**src/rtl/pipo_rr_arbiter_if.sv**
```systemverilog
// Requester/consumer bus of the round-robin PIPO arbiter.
//   req      : per-requester request, bit i = requester i
//   pi       : requester data, requester i at [i*WIDTH +: WIDTH]
//   gnt      : one-hot (or zero) combinational grant
//   po       : registered data word
//   po_valid : po holds an unconsumed word
//   po_src   : index of the requester that wrote po
//   po_ready : consumer accepts po this cycle
// master = requesters + consumer side, slave = arbiter side.
interface pipo_rr_arbiter_if #(
  parameter int unsigned WIDTH = 4,
  parameter int unsigned N     = 4
);
  localparam int unsigned SW = (N > 1) ? $clog2(N) : 1;

  logic [N-1:0]       req;
  logic [N*WIDTH-1:0] pi;
  logic [N-1:0]       gnt;
  logic [WIDTH-1:0]   po;
  logic               po_valid;
  logic [SW-1:0]      po_src;
  logic               po_ready;

  modport master (
    output req, pi, po_ready,
    input  gnt, po, po_valid, po_src
  );

  modport slave (
    input  req, pi, po_ready,
    output gnt, po, po_valid, po_src
  );
endinterface

```
**src/rtl/pipo_rr_arbiter.sv**
```systemverilog
// Round-robin arbiter sharing one WIDTH-bit holding register among N
// requesters; the register feeds a single consumer via valid/ready.
//   clk   : rising-edge clock
//   rst_n : asynchronous active-low reset
//   clr   : synchronous clear (drops valid, resets rotate pointer)
//   bus   : pipo_rr_arbiter_if.slave (req/pi/gnt, po/po_valid/po_src/po_ready)
module pipo_rr_arbiter #(
  parameter int unsigned WIDTH = 4,
  parameter int unsigned N     = 4
) (
  input  logic               clk,
  input  logic               rst_n,
  input  logic               clr,
  pipo_rr_arbiter_if.slave   bus
);

  localparam int unsigned SW = (N > 1) ? $clog2(N) : 1;

  // Holding-register occupancy is the FSM state.
  localparam logic [0:0] ST_EMPTY = 1'b0;
  localparam logic [0:0] ST_FULL  = 1'b1;

  logic [0:0]       state_q, state_d;
  logic [WIDTH-1:0] po_q, po_d;
  logic [SW-1:0]    src_q, src_d;
  logic [SW-1:0]    ptr_q, ptr_d;

  logic             free;
  logic             found;
  logic [SW-1:0]    sel;
  int unsigned      idx;
  logic [N-1:0]     gnt_c;

  // Grant selection: first requester at or after ptr, wrapping at N.
  // Gated by rst_n so no grant is reported while reset is asserted.
  always_comb begin
    gnt_c = '0;
    found = 1'b0;
    sel   = '0;
    idx   = 0;
    free  = (state_q == ST_EMPTY) || bus.po_ready;
    if (rst_n && free && !clr) begin
      for (int unsigned k = 0; k < N; k++) begin
        idx = (32'(ptr_q) + k) % N;
        if (!found && bus.req[SW'(idx)]) begin
          found = 1'b1;
          sel   = SW'(idx);
        end
      end
    end
    if (found) gnt_c[sel] = 1'b1;
  end

  // Next-state: clr beats grant beats consume; otherwise hold.
  always_comb begin
    state_d = state_q;
    po_d    = po_q;
    src_d   = src_q;
    ptr_d   = ptr_q;
    if (clr) begin
      state_d = ST_EMPTY;
      ptr_d   = '0;
    end else if (found) begin
      state_d = ST_FULL;
      po_d    = bus.pi[32'(sel)*WIDTH +: WIDTH];
      src_d   = sel;
      ptr_d   = (32'(sel) == N - 1) ? '0 : sel + SW'(1);
    end else if (state_q == ST_FULL && bus.po_ready) begin
      state_d = ST_EMPTY;
    end
  end

  always_ff @(posedge clk or negedge rst_n) begin
    if (!rst_n) begin
      state_q <= ST_EMPTY;
      po_q    <= '0;
      src_q   <= '0;
      ptr_q   <= '0;
    end else begin
      state_q <= state_d;
      po_q    <= po_d;
      src_q   <= src_d;
      ptr_q   <= ptr_d;
    end
  end

  assign bus.gnt      = gnt_c;
  assign bus.po       = po_q;
  assign bus.po_valid = (state_q == ST_FULL);
  assign bus.po_src   = src_q;

endmodule

```
**src/flat_wrapper.sv**
```systemverilog
// flat-port wrapper written by rule: the top's interface ports become plain ports
module pipo_rr_arbiter_flat 
#(
  parameter int unsigned WIDTH = 4,
  parameter int unsigned N     = 4
)
  (clk, rst_n, clr, bus_req, bus_pi, bus_po_ready, bus_gnt, bus_po, bus_po_valid, bus_po_src);
  pipo_rr_arbiter_if #(.WIDTH(WIDTH), .N(N)) bus_i ();
  input  logic clk;
  input  logic rst_n;
  input  logic clr;
  input wire logic [$bits(bus_i.req)-1:0] bus_req;
  input wire logic [$bits(bus_i.pi)-1:0] bus_pi;
  input wire logic [$bits(bus_i.po_ready)-1:0] bus_po_ready;
  output wire logic [$bits(bus_i.gnt)-1:0] bus_gnt;
  output wire logic [$bits(bus_i.po)-1:0] bus_po;
  output wire logic [$bits(bus_i.po_valid)-1:0] bus_po_valid;
  output wire logic [$bits(bus_i.po_src)-1:0] bus_po_src;
  assign bus_i.req = bus_req;
  assign bus_i.pi = bus_pi;
  assign bus_i.po_ready = bus_po_ready;
  assign bus_gnt = bus_i.gnt;
  assign bus_po = bus_i.po;
  assign bus_po_valid = bus_i.po_valid;
  assign bus_po_src = bus_i.po_src;
  pipo_rr_arbiter #(.WIDTH(WIDTH), .N(N)) u_core (.clk(clk), .rst_n(rst_n), .clr(clr), .bus(bus_i));
endmodule
```
**config.mk**
```make
export PLATFORM = sky130hd
export DESIGN_NAME = pipo_rr_arbiter_flat
export DESIGN_NICKNAME = d
export VERILOG_FILES = /design/src/rtl/pipo_rr_arbiter_if.sv /design/src/rtl/pipo_rr_arbiter.sv /design/src/flat_wrapper.sv
export SDC_FILE = /design/constraint.sdc
export NUM_CORES = 1
export LEC_CHECK = 0
export ABC_AREA = 1
export CAP_MARGIN = 25
export CORE_AREA = 4 4 53 55
export DETAILED_ROUTE_END_ITERATION = 12
export DIE_AREA = 0 0 57 59
export PLACE_DENSITY = 0.71
export SLEW_MARGIN = 20
export SYNTH_ARGS = -nofsm -noshare
export SYNTH_HDL_FRONTEND = slang
export SYNTH_SLANG_ARGS = --single-unit
```
**constraint.sdc**
```tcl
create_clock -name clk -period 4.6 [get_ports clk]
set_input_delay 0.69 -clock clk [delete_from_list [all_inputs] [get_ports clk]]
set_output_delay 0.69 -clock clk [all_outputs]
set_load 0.005 [all_outputs]
```
==> results of run 1 <==
[how the worst max path moves through the flow]
stage / from / endpoint / cells past startpoint
2_1_floorplan: bus_req[3] / bus_gnt[0] / 12
3_3_place_gp: rst_n / bus_gnt[0] / 9
3_5_place_dp: rst_n / bus_gnt[0] / 9
4_1_cts: rst_n / bus_gnt[0] / 9
5_1_grt: rst_n / bus_gnt[0] / 9
6_report: bus_req[3] / bus_gnt[0] / 12
[registers in the layout, summed over array words and instances, names as in the netlist]
signal and flops:
u_core.ptr_q 2, u_core.bus.po 4, u_core.bus.po_valid 1, u_core.bus.po_src 2
[stage by stage]
step	total power, mW	worst slack [ps]	utilization [%]	instance area, um^2	instances
after global routing	0.560	786	53.2	1270	208
after global placement	0.453	1090	52.1	1240	204
after floorplan	0.342	2190	-	886	142
final	0.516	1010	53.2	1270	208
after detailed placement	0.455	1010	52.1	1240	204
after CTS	0.519	987	53.2	1270	208
[kinds of logic after synthesis]
group	after synthesis
AOI/OAI and AO/OA	6
and+or+nand+nor	111
DFF	9
buffers and inverters	16
[per-layer routing]
layer / vias up / GRT usage (%) / wire [um]
met5: - / 0 / 0
met4: 0 / 1.99 / 0
li1: 525 / - / -
met3: 0 / 3.49 / 117
met1: 443 / 18.2 / 1060
met2: 24 / 23.7 / 1170
[critical path: stages]
cell,delay (ps)
clkdlybuf4s50_1,490
inv_1,70
nand2_1,60
nand2_1,80
nand2_1,80
nand2_1,80
a21oi_2,130
nand2_2,140
nand3_4,250
nand3_1,160
nor2_1,140
clkdlybuf4s50_1,520
[layout make-up]
cell class	count	area share (%)
inverters	13	3.84
multi-input cells	117	46.0
repair buffers	35	27.4
flip-flops and latches	9	17.7
clock buffers	4	2.07
well taps	30	2.96
[power breakdown]
group          switching [mW]  internal [mW]
Combinational           0.177          0.142
Clock                  0.0277         0.0334
Sequential             0.0267          0.110
Total                   0.231          0.285
[layout by cell type (no fill, tap or decap)]
cell type / n
a21oi_2: 1
a31oi_1: 1
buf_4: 1
clkbuf_1: 1
clkbuf_4: 3
clkdlybuf4s50_1: 34
dfrtp_1: 9
inv_1: 9
inv_2: 4
nand2_1: 69
nand2_2: 12
nand2_4: 2
nand3_1: 5
nand3_2: 3
nand3_4: 1
nand3b_2: 1
nand4_1: 8
nor2_1: 7
nor2_2: 2
nor2_4: 1
o21ai_1: 1
o21ai_2: 2
o22ai_1: 1
==> run metrics, run 1 <==
status=finished clean; CTS Buf Count=3; hold path cells=2; Total GRT Usage=13.9%; Routed Antenna Nets=0; Post-Route Setup TNS=0 ps; Synth top area share=29.2%; Req. time, crit path=3910 ps; port bufs=34; DRT Pass-1 Iters=4; crit share post-route=77.9%; Gate Count Post-Synth=approximately 140; hold buffer count at cts=0; post-CTS setup buffers=0; number of max-cap violations=0; Detailed Route Iter0 Violations=21; HP Start=u_core.bus.po_src[0]; hold endpoint=u_core.bus.po_src[0]; number of global-route vias before repair=between 800 and 900; simple-gate share of the synthesized area=61.0%; dpl hpwl=1.93 mm; Final #Nets=203; Synth area leaders=nand2_1 29%, dfrtp_1 25%, nand2_2 8.5%; Core Footprint=roughly 2400 um^2; leakage=0.649 nW; Synth Area in Compound Gates=4.94%; measured slew at the worst slew-check pin=437 ps; Overflow after GRT=0; reg2reg start=u_core.ptr_q[0]; sequential fraction of the synthesis area=25.4%; synthesized flop and latch total=9; critical path endpoint category=output pin; final WL=between 2 and 2.5 mm; EDFF count, synth=0; Clock Latency Late Sink=260 ps; hold_ws=479 ps; antenna violations before repair=0; starting density of the core=a little under two fifths; hold violation total from the final report=0; Reg area=about 230 um^2; CTS root buffer=clkbuf_4; Slew headroom=70.9%; prevailing post-synth register cell=dfrtp_1; Die Ht=59 um; CP startpoint kind=input pin; mux cell area share after synthesis=0%; Wirelength per Cell=11.3 um; worst r2r path cells=13; PostCTS Resize Cnt=0; largest family of logic cells by synthesized area=simple AND/OR/NAND/NOR gates; Crit Path Class=in2out; PD cells=roughly 410 nW/um^2; first-pass GRT wire length=approximately 3.7 mm; min cycle time layout=3590 ps; Filler cells=257; Die Wd=around 57 um; synth warn=0; share of cells above drive strength 1=a little under a fifth; CTS HTree Levels=1; Ports=35; die area=3360 um^2; fmax=279 MHz; Ant. Diodes=0; total number of vias=992; pin count of the biggest net entering global routing=14; Max Fanout on Critical Path=13; multi-input logic area=584 um^2; leading cell types by count after synthesis=69 x nand2_1, 12 x nand2_2, 9 x dfrtp_1, 9 x inv_1, 8 x nand4_1; Post-Synth Adder-Cell Area=0%; final setup vio count=0; Max Slew Vio Count=0; post-synthesis cell type count=21; XOR/XNOR Fraction of Synth Area=0%; FF-to-FF End=u_core.bus.po[0]; drc violations=0; clock tree buffer depth=2; Worst VDD drop=about 0.28 mV; Post-synth ARST share=100%; Mapped Avg Cell Area=6.24 um^2; Hold/Removal Path Class=reg2reg; count leader, synth=nand2_1; RSZ-0062 raised after global routing=no; # rows=18; CTS tree=built; post-DR vias/cell=4.77; clk_skew=6.56 ps; Final GP Congestion=between 0.8 and 0.9; synth-to-layout area growth=43.4%; worst path arrival time=2900 ps; synthesized cell area=about 890 um^2; flop2flop setup slack=2440 ps; Synth area leader=nand2_1; clock-pin slew on the worst setup and hold paths=~60 ps; clk sinks=9; post-synth net total=166
Note: power is estimated with default switching activity, not from simulation.
==> run 2: changes to the inputs <==
==> constraint.sdc (replaced) <==
create_clock -name clk -period 3.67 [get_ports clk]
set_input_delay 0.5505 -clock clk [delete_from_list [all_inputs] [get_ports clk]]
set_output_delay 0.5505 -clock clk [all_outputs]
set_load 0.005 [all_outputs]
==> run metrics, run 2 (same netlist as run 1, synthesis figures left out) <==
met2 GRT Util=28.2% (+4.6 points); CTS tree=built; Slew headroom=67.7% (-3.2 points); Post-Route Setup TNS=0 ps (unchanged); drc violations=0 (unchanged); clk sinks=9 (unchanged); Die Ht=59 um (unchanged); Ant. Diodes=0 (unchanged); Crit Path Class=reg2out; first-pass GRT wire length=4.21 mm (+13%); most frequent cells in the layout=69 x nand2_1, 34 x clkdlybuf4s50_1, 12 x nand2_2, 9 x inv_1, 9 x dfrtp_1; hold buffer count at cts=0 (unchanged); pre-CTS WS=410 ps (-598 ps); dpl hpwl=1.99 mm (+2.9%); number of global-route vias before repair=1005 (+12%); synth-to-layout area growth=45.2%; PostCTS Resize Cnt=0 (unchanged); hold_ws=491 ps (+12.4 ps); PD cells=508 nW/um^2 (+25%); pin count of the biggest net entering global routing=14 (unchanged); Reg area=225 um^2 (unchanged); Worst VDD drop=0.375 mV (+36%); final setup vio count=0 (unchanged); post-DR vias/cell=4.90 (+2.6%); min cycle time layout=3320 ps; # rows=18 (unchanged); Overall Power=654 uW (+27%); Clock Latency Late Sink=260 ps (about the same); critical path endpoint category=output pin; CP startpoint kind=flip-flop; DRT Pass-1 Iters=4 (unchanged); Hold/Removal Path Class=reg2reg; total number of vias=1028 (+3.6%); clk_skew=1.06 ps (-5.50 ps); Core Footprint=2390 um^2 (unchanged); leakage=0.661 nW (+1.8%); share of cells above drive strength 1=20.0% (+1.5 points); fmax=301 MHz; Filler cells=265 (+3.1%); Detailed Route Iter0 Violations=24 (+14%); most common cell after layout, fill and taps aside=nand2_1; met3 GRT Util=1.74% (-1.7 points); port bufs=34 (unchanged); Max Slew Vio Count=0 (unchanged); M1 GR Usage=19.2% (+1.0 points); CTS HTree Levels=1 (unchanged); RSZ-0062 raised after global routing=no; clock tree buffer depth=2 (unchanged); die area=3360 um^2 (unchanged); worst path arrival time=2770 ps (-130 ps); Final GP Congestion=0.825 (-1.6%); Final #Nets=205 (+0.99%); Max Fanout on Critical Path=13 (unchanged); number of max-cap violations=0 (unchanged); post-CTS setup buffers=0 (unchanged); final WL=2.46 mm (+4.3%); Ports=35 (unchanged); Req. time, crit path=3120 ps (-790 ps); Total GRT Usage=15.4% (+1.5 points); Routed Antenna Nets=0 (unchanged); status=finished clean; multi-input logic area=584 um^2 (unchanged); clock-pin slew on the worst setup and hold paths=70 ps (about the same); Most Crowded Layer GR=met2; crit share post-route=90.6%; Overflow after GRT=0 (unchanged); Wirelength per Cell=11.7 um (+3.3%); max reg flops=4 (unchanged); CTS Buf Count=3 (unchanged); hold violation total from the final report=0 (unchanged); Die Wd=57 um (unchanged); CTS root buffer=clkbuf_4; antenna violations before repair=0 (unchanged); measured slew at the worst slew-check pin=483 ps (+46.1 ps); worst setup margin=347 ps (-668 ps); starting density of the core=37.1% (unchanged)
-- run 2: cell count changes in the layout (fill, tap and decap cells not counted), sizes merged --
cell	previous run	this run
buf	1	3
clkbuf	4	3
clkinv	0	1
-- run 2: routing by layer --
metal	vias up	wire length, um
met1	475	1060
li1	521	-
met5	-	0
met4	0	23
met2	28	1280
met3	4	93
-- run 2: path summary, 6_finish.rpt --
check / start / end / slack [ps] / cells after the start
max in group asynchronous: rst_n / u_core.ptr_q[0] / 2930 / 2
worst min-delay path: u_core.bus.po_src[1] / u_core.bus.po_src[1] / 490 / 2
worst max-delay path: u_core.ptr_q[0] / bus_gnt[0] / 350 / 11
worst min register to register: u_core.bus.po_src[1] / u_core.bus.po_src[1] / 490 / 2
worst max register to register: u_core.ptr_q[0] / u_core.bus.po[3] / 1480 / 13
min in group asynchronous: rst_n / u_core.bus.po[3] / 600 / 2
-- run 2: layout make-up --
type	count	share of cell area [%]
inverters	13	3.79
multi-input cells	117	45.4
flip-flops and latches	9	17.5
clock buffers	3	1.75
clock inverters	1	0.389
repair buffers	37	28.2
well taps	30	2.92
-- run 2: stage by stage --
step / instances / area (um^2) / util, %
detailed placement: 206 / 1260 / 52.7
CTS: 210 / 1290 / 53.9
global route: 210 / 1290 / 53.9
global placement: 206 / 1260 / 52.7
finish: 210 / 1290 / 53.9
floorplan: 142 / 886 / -
-- run 2: critical path: stages (launching register included) --
cell and delay, ps:
dfrtp_1 620, inv_2 180, nand2_1 140, nand2_4 80, nand2_1 80, nand2_1 80
a21oi_2 150, nand2_2 150, nand3_4 240, nand3_1 160, nor2_1 130, clkdlybuf4s50_1 500
-- run 2: power breakdown --
group          switching [mW]  total (mW)  internal [mW]
sequential             0.0322       0.170          0.138
clock                  0.0380      0.0783         0.0403
combinational           0.225       0.406          0.180
total                   0.295       0.654          0.358
